## config.mk

```make
export PLATFORM = sky130hd
export DESIGN_NAME = multicycle_control_fsm
export DESIGN_NICKNAME = d
export VERILOG_FILES = /design/src/rtl/multicycle_control_fsm.sv
export SDC_FILE = /design/constraint.sdc
export NUM_CORES = 1
export LEC_CHECK = 0
export CORE_MARGIN = 2
export CORE_UTILIZATION = 37
export CTS_CLUSTER_SIZE = 10
export DETAILED_ROUTE_END_ITERATION = 16
export HOLD_SLACK_MARGIN = 0.03
export PLACE_DENSITY = 0.81
export SLEW_MARGIN = 20
export SYNTH_ARGS = -nofsm -noshare
export SYNTH_HDL_FRONTEND = slang
export SYNTH_SLANG_ARGS = --single-unit
```

## constraint.sdc

```tcl
create_clock -name clk -period 2.15 [get_ports clk]
set_clock_uncertainty 0.1 [all_clocks]
set_input_delay 0.3225 -clock clk [delete_from_list [all_inputs] [get_ports clk]]
set_output_delay 0.3225 -clock clk [all_outputs]
set_load 0.03 [all_outputs]
```

## src/rtl/multicycle_control_fsm.sv

```systemverilog
// multicycle_control_fsm
//   Multi-cycle sequencer for the RV64 datapath (PC, IR, register file, ALU,
//   data memory). Each instruction walks FETCH/DECODE/EXEC/MEM/WB. The block
//   drives the per-cycle datapath enables and mux selects. It waits on the
//   data-memory handshake and traps on an illegal opcode or a memory timeout.
//
// Parameters
//   MEM_TIMEOUT : max MEM cycles waiting for mem_ready before fault (>=1)
//   CNT_W       : wait counter width, must hold MEM_TIMEOUT
//
// Ports
//   clk        in   rising-edge clock
//   reset      in   asynchronous, active-low reset
//   opcode     in   instruction[6:0] from IR
//   zero       in   ALU zero flag
//   mem_ready  in   data memory finished current access
//   pc_write, ir_write, reg_write, mem_read, mem_write   out  enables/strobes
//   alu_src_a  out  0=PC 1=rs1
//   alu_src_b  out  00=rs2 01=4 10=imm 11=imm<<1
//   alu_op     out  00=add 01=sub 10=R funct 11=I funct
//   mem_to_reg out  1=writeback from memory
//   pc_src     out  0=ALU result, 1=ALUOut
//   state      out  current state encoding
//   fault      out  controller in TRAP
//   instret    out  retired instruction count
//
// Configuration
//   PERF_CNT_EN : when defined, instret is a free-running 64-bit retire
//                 counter; otherwise instret is tied to zero.

module multicycle_control_fsm #(
  parameter int MEM_TIMEOUT = 16,
  parameter int CNT_W       = 5
) (
  input  logic        clk,
  input  logic        reset,
  input  logic [6:0]  opcode,
  input  logic        zero,
  input  logic        mem_ready,
  output logic        pc_write,
  output logic        ir_write,
  output logic        reg_write,
  output logic        mem_read,
  output logic        mem_write,
  output logic        alu_src_a,
  output logic [1:0]  alu_src_b,
  output logic [1:0]  alu_op,
  output logic        mem_to_reg,
  output logic        pc_src,
  output logic [2:0]  state,
  output logic        fault,
  output logic [63:0] instret
);

  typedef enum logic [2:0] {
    S_FETCH  = 3'd0,
    S_DECODE = 3'd1,
    S_EXEC   = 3'd2,
    S_MEM    = 3'd3,
    S_WB     = 3'd4,
    S_TRAP   = 3'd5
  } state_t;

  localparam logic [6:0] OP_R   = 7'b0110011;
  localparam logic [6:0] OP_I   = 7'b0010011;
  localparam logic [6:0] OP_LD  = 7'b0000011;
  localparam logic [6:0] OP_SD  = 7'b0100011;
  localparam logic [6:0] OP_BEQ = 7'b1100011;

  localparam logic [CNT_W-1:0] CNT_LAST = CNT_W'(MEM_TIMEOUT - 1);

  state_t           state_q, state_d;
  logic [6:0]       op_q;
  logic [CNT_W-1:0] cnt_q, cnt_d;

  // The opcode is captured in DECODE so later states do not depend on IR
  // staying stable.
  always_ff @(posedge clk or negedge reset) begin
    if (!reset) begin
      state_q <= S_FETCH;
      op_q    <= '0;
      cnt_q   <= '0;
    end else begin
      state_q <= state_d;
      cnt_q   <= cnt_d;
      if (state_q == S_DECODE) op_q <= opcode;
    end
  end

  // Next state and outputs. The whole decode is gated by reset so every
  // output reads zero while reset is held low, even though the state
  // register sits in FETCH.
  always_comb begin
    state_d    = state_q;
    cnt_d      = cnt_q;
    pc_write   = 1'b0;
    ir_write   = 1'b0;
    reg_write  = 1'b0;
    mem_read   = 1'b0;
    mem_write  = 1'b0;
    alu_src_a  = 1'b0;
    alu_src_b  = 2'b00;
    alu_op     = 2'b00;
    mem_to_reg = 1'b0;
    pc_src     = 1'b0;
    fault      = 1'b0;
    if (reset) begin
      case (state_q)
        S_FETCH: begin
          ir_write  = 1'b1;
          pc_write  = 1'b1;
          alu_src_b = 2'b01;
          state_d   = S_DECODE;
        end
        S_DECODE: begin
          // Branch target is computed speculatively into ALUOut here.
          alu_src_b = 2'b11;
          case (opcode)
            OP_R, OP_I, OP_LD, OP_SD, OP_BEQ: state_d = S_EXEC;
            default:                          state_d = S_TRAP;
          endcase
        end
        S_EXEC: begin
          alu_src_a = 1'b1;
          case (op_q)
            OP_R: begin
              alu_op  = 2'b10;
              state_d = S_WB;
            end
            OP_I: begin
              alu_src_b = 2'b10;
              alu_op    = 2'b11;
              state_d   = S_WB;
            end
            OP_LD, OP_SD: begin
              alu_src_b = 2'b10;
              state_d   = S_MEM;
            end
            OP_BEQ: begin
              alu_op   = 2'b01;
              pc_src   = 1'b1;
              pc_write = zero;
              state_d  = S_FETCH;
            end
            default: state_d = S_TRAP;
          endcase
        end
        S_MEM: begin
          mem_read  = (op_q == OP_LD);
          mem_write = (op_q == OP_SD);
          // A ready on the last allowed cycle still completes the access.
          if (mem_ready) begin
            cnt_d   = '0;
            state_d = (op_q == OP_SD) ? S_FETCH : S_WB;
          end else if (cnt_q == CNT_LAST) begin
            cnt_d   = '0;
            state_d = S_TRAP;
          end else begin
            cnt_d = cnt_q + CNT_W'(1);
          end
        end
        S_WB: begin
          reg_write  = 1'b1;
          mem_to_reg = (op_q == OP_LD);
          state_d    = S_FETCH;
        end
        S_TRAP: begin
          fault = 1'b1;
        end
        default: state_d = S_FETCH;
      endcase
    end
  end

  assign state = state_q;

`ifdef PERF_CNT_EN
  logic        retire;
  logic [63:0] instret_q;

  // An instruction retires on its last cycle: beq in EXEC, sd on its MEM
  // completion, everything else in WB.
  assign retire = (state_q == S_WB) ||
                  (state_q == S_EXEC && op_q == OP_BEQ) ||
                  (state_q == S_MEM && op_q == OP_SD && mem_ready);

  always_ff @(posedge clk or negedge reset) begin
    if (!reset) begin
      instret_q <= '0;
    end else if (retire) begin
      instret_q <= instret_q + 64'd1;
    end
  end

  assign instret = instret_q;
`else
  assign instret = 64'd0;
`endif

endmodule
```

==> results by group <==
Worst setup path
  • CP Cell Sequence: nand4bb_4 -> or4b_4 -> nor2_4 -> a21o_4 -> buf_6
  • WP data required: approximately 1.7 ns
  • CP endpoint kind: output pin
  • Crit path buffers/inverters: 1
  • CP delay by family, top: simple AND/OR/NAND/NOR gates
  • Crit-path max FO: 3
  • WS Path Type: reg -> out
  • Slowest stage delay, CP: 0.55 ns
  • Worst Path Arrival: approximately 1.8 ns
  • Slowest stage cell, crit path: or4b_4
  • Crit start category: flop

STA
  • Final Cycle Share: 1.03
  • Setup violations, final: 3
  • Slack of the critical path: -0.0674 ns
  • Final Hold Viols: 0
  • Post-layout min period: ~2.2 ns
  • Total negative slack: -0.146 ns
  • Final Slew Violations: 0
  • Min Hold Slack: approximately 0.29 ns
  • Unrepaired setup endpoints after global routing: yes
  • F_max: 0.451 GHz

Clock network
  • Htree depth: 1
  • Root Buffer: clkbuf_8
  • TritonCTS Buffers: 3
  • Clk slew on worst S/H paths: around 0.07 ns
  • Clock sinks: 15
  • Clock latency on the worst-skew pair: approximately 0.25 ns
  • Cts hold-fix bufs: 0
  • CTS tree: done
  • Max clock buf depth: 2

Detailed routing
  • DRC Markers: 0
  • WL/cell: 10.4 um
  • TritonRoute pass-1 iters: 4
  • Vias: roughly 1100
  • Initial DRC Count: 15
  • WL final: roughly 2.6 mm
  • Vias per inst: roughly 4.2
  • Antenna Nets Post-Route: 0

Yosys
  • Top cells by count, synth: buf_4 (64), nand2_1 (16), dfrtp_1 (15), mux2_2 (7), nor3_1 (7)
  • Synth Register Bits: 15
  • Mapped Area: between 1000 and 1500 sq um
  • Avg Cell Area, Syn: 8.53 sq um
  • Most frequent cell after synthesis: buf_4
  • Synth top area cells: buf_4 (33%), dfrtp_1 (26%), mux2_2 (5.4%)
  • Post-synth EDFFs: 0
  • Cell variety after synth: 41
  • Async SR Flop Fraction: 1.00
  • Warnings, synthesis: 0
  • Ys flop type: dfrtp_1
  • Area fraction of the dominant cell type after synthesis: 0.328
  • Sequential element share of the synthesized area: 0.256
  • Synthesized netlist cell count: between 150 and 200
  • Area leader, netlist: buf_4

Floorplanning
  • Starting density of the core: 0.392
  • Row count: 22
  • Horiz. Die Dim: about 67 um
  • # IOs: between 90 and 100
  • Core area: roughly 3700 sq um
  • Height of the die: about 67 um
  • Die area: 4480 sq um

Global route
  • Total grt overflow: 0
  • First-pass GRT wire length: around 4 mm
  • Total GRT Usage: 0.114
  • Initial antenna violation count: 0
  • Vias in the first global route: 896
  • Largest net degree at the start of global routing: 14

Cells and area
  • Final nets: around 220
  • FF/Latch Area: roughly 380 sq um
  • Area grow syn2layout: 13.1%
  • Multi-input logic area: between 800 and 900 sq um
  • Share of layout cells above drive strength 1: 0.233
  • Finished Layout Cells: ~250
  • Diodes inserted: 0
  • # fillers: ~400

Placement
  • DP Cell Count: around 250
  • DP HPWL: between 2 and 2.5 mm
  • I/O Buffers: 26
  • Place WS: around 0.012 ns
  • Routability cong.: 0.856

Run status
  • Failing checks: setup timing
  • Outcome: finished, violations left

Power and ir drop
  • Peak supply drop: 0.476 mV
  • Design Power: around 1.6 mW
  • Static Leak: 0.782 nW
  • PD cells: 987 nW/um^2

Hold path
  • HP Class: in -> async

Flow run
  • Max-cap viol count: 0
[worst register-to-register path: cells and delay by family, from the launching register on]
kind | cells | cell delay, ns
AO/OA/AOI/OAI | 2 | 0.24
buffers and inverters | 1 | 0.16
flip-flops | 1 | 0.38
AND/OR/NAND/NOR | 3 | 0.81
[through the flow]
| stage | util | area [sq um] |
|---|---|---|
| global placement | 0.418 | 1570 |
| global route | 0.443 | 1660 |
| finish | 0.443 | 1660 |
| CTS | 0.440 | 1650 |
| detailed placement | 0.418 | 1570 |
| floorplan | - | 1730 |
[power by group]
part	total (mW)	switching, mW	internal, mW
combinational	0.908	0.538	0.370
clock	0.235	0.107	0.128
sequential	0.494	0.116	0.378
total	1.64	0.761	0.877
[flip-flops by register name, summed over array words and instances, names as in the netlist]
register and flops:
op_q 7, cnt_q 5, state 3
[what timing repair did]
action / in CTS / in global routing
setup buffers: 3 / 0
pin swaps: 5 / 0
resized for setup: 3 / 2
setup endpoints to repair: 4 / 7
gates cloned: 0 / 0
[logic make-up (layout without fill, tap and decap cells)]
kind of cell    count (synthesis)  after routing  share of synthesized area
buf+inv                        72             43                      0.355
flops                          15             15                      0.256
simple gates                   52             52                      0.215
fa+ha+maj                       1              1                    0.00853
mux                             7              7                     0.0538
compound gates                 24             24                      0.109
other cells                     1             64                    0.00256
[cell usage in the layout (no fill, tap or decap), types with 5 or more instances in the layout]
master	n
nor3_1	6
nor2b_1	5
o21ai_1	5
clkdlybuf4s50_1	13
nand2_1	16
mux2_2	7
buf_4	20
conb_1	64
dfrtp_1	13
nor2_1	6
[cell type report]
class                      instances  area share
clock buffer                       3      0.0249
multi-input combinational        148       0.512
timing repair buffer              36       0.189
sequential                        15       0.228
inverter                           3     0.00679
tap                               48      0.0362
clock inverter                     1     0.00302
[metal layers]
layer  GRT usage  wire (um)  up-vias  part of all wire
met5           0          0        -                 0
met1       0.138       1030      499              0.39
li1            -          -      518                 -
met2       0.200       1420       48              0.54
met3      0.0169        172        2             0.065
met4      0.0510         12        0            0.0046
[worst paths after layout]
check / from / endpoint / slack (ns) / depth (start not counted)
min in group clk: cnt_q[4]$_DFFE_PN0P_ / cnt_q[4]$_DFFE_PN0P_ / 0.41 / 1
worst min register to register: cnt_q[4]$_DFFE_PN0P_ / cnt_q[4]$_DFFE_PN0P_ / 0.41 / 1
worst max register to register: op_q[3]$_DFFE_PN0P_ / state[1]$_DFFE_PN0P_ / 0.38 / 6
worst max-delay path: op_q[3]$_DFFE_PN0P_ / pc_write / -0.07 / 5
max in group asynchronous: reset / cnt_q[2]$_DFFE_PN0P_ / 1.29 / 3
worst min-delay path: reset / state[0]$_DFFE_PN0P_ / 0.29 / 2
Note: power is estimated with default switching activity, not from simulation.
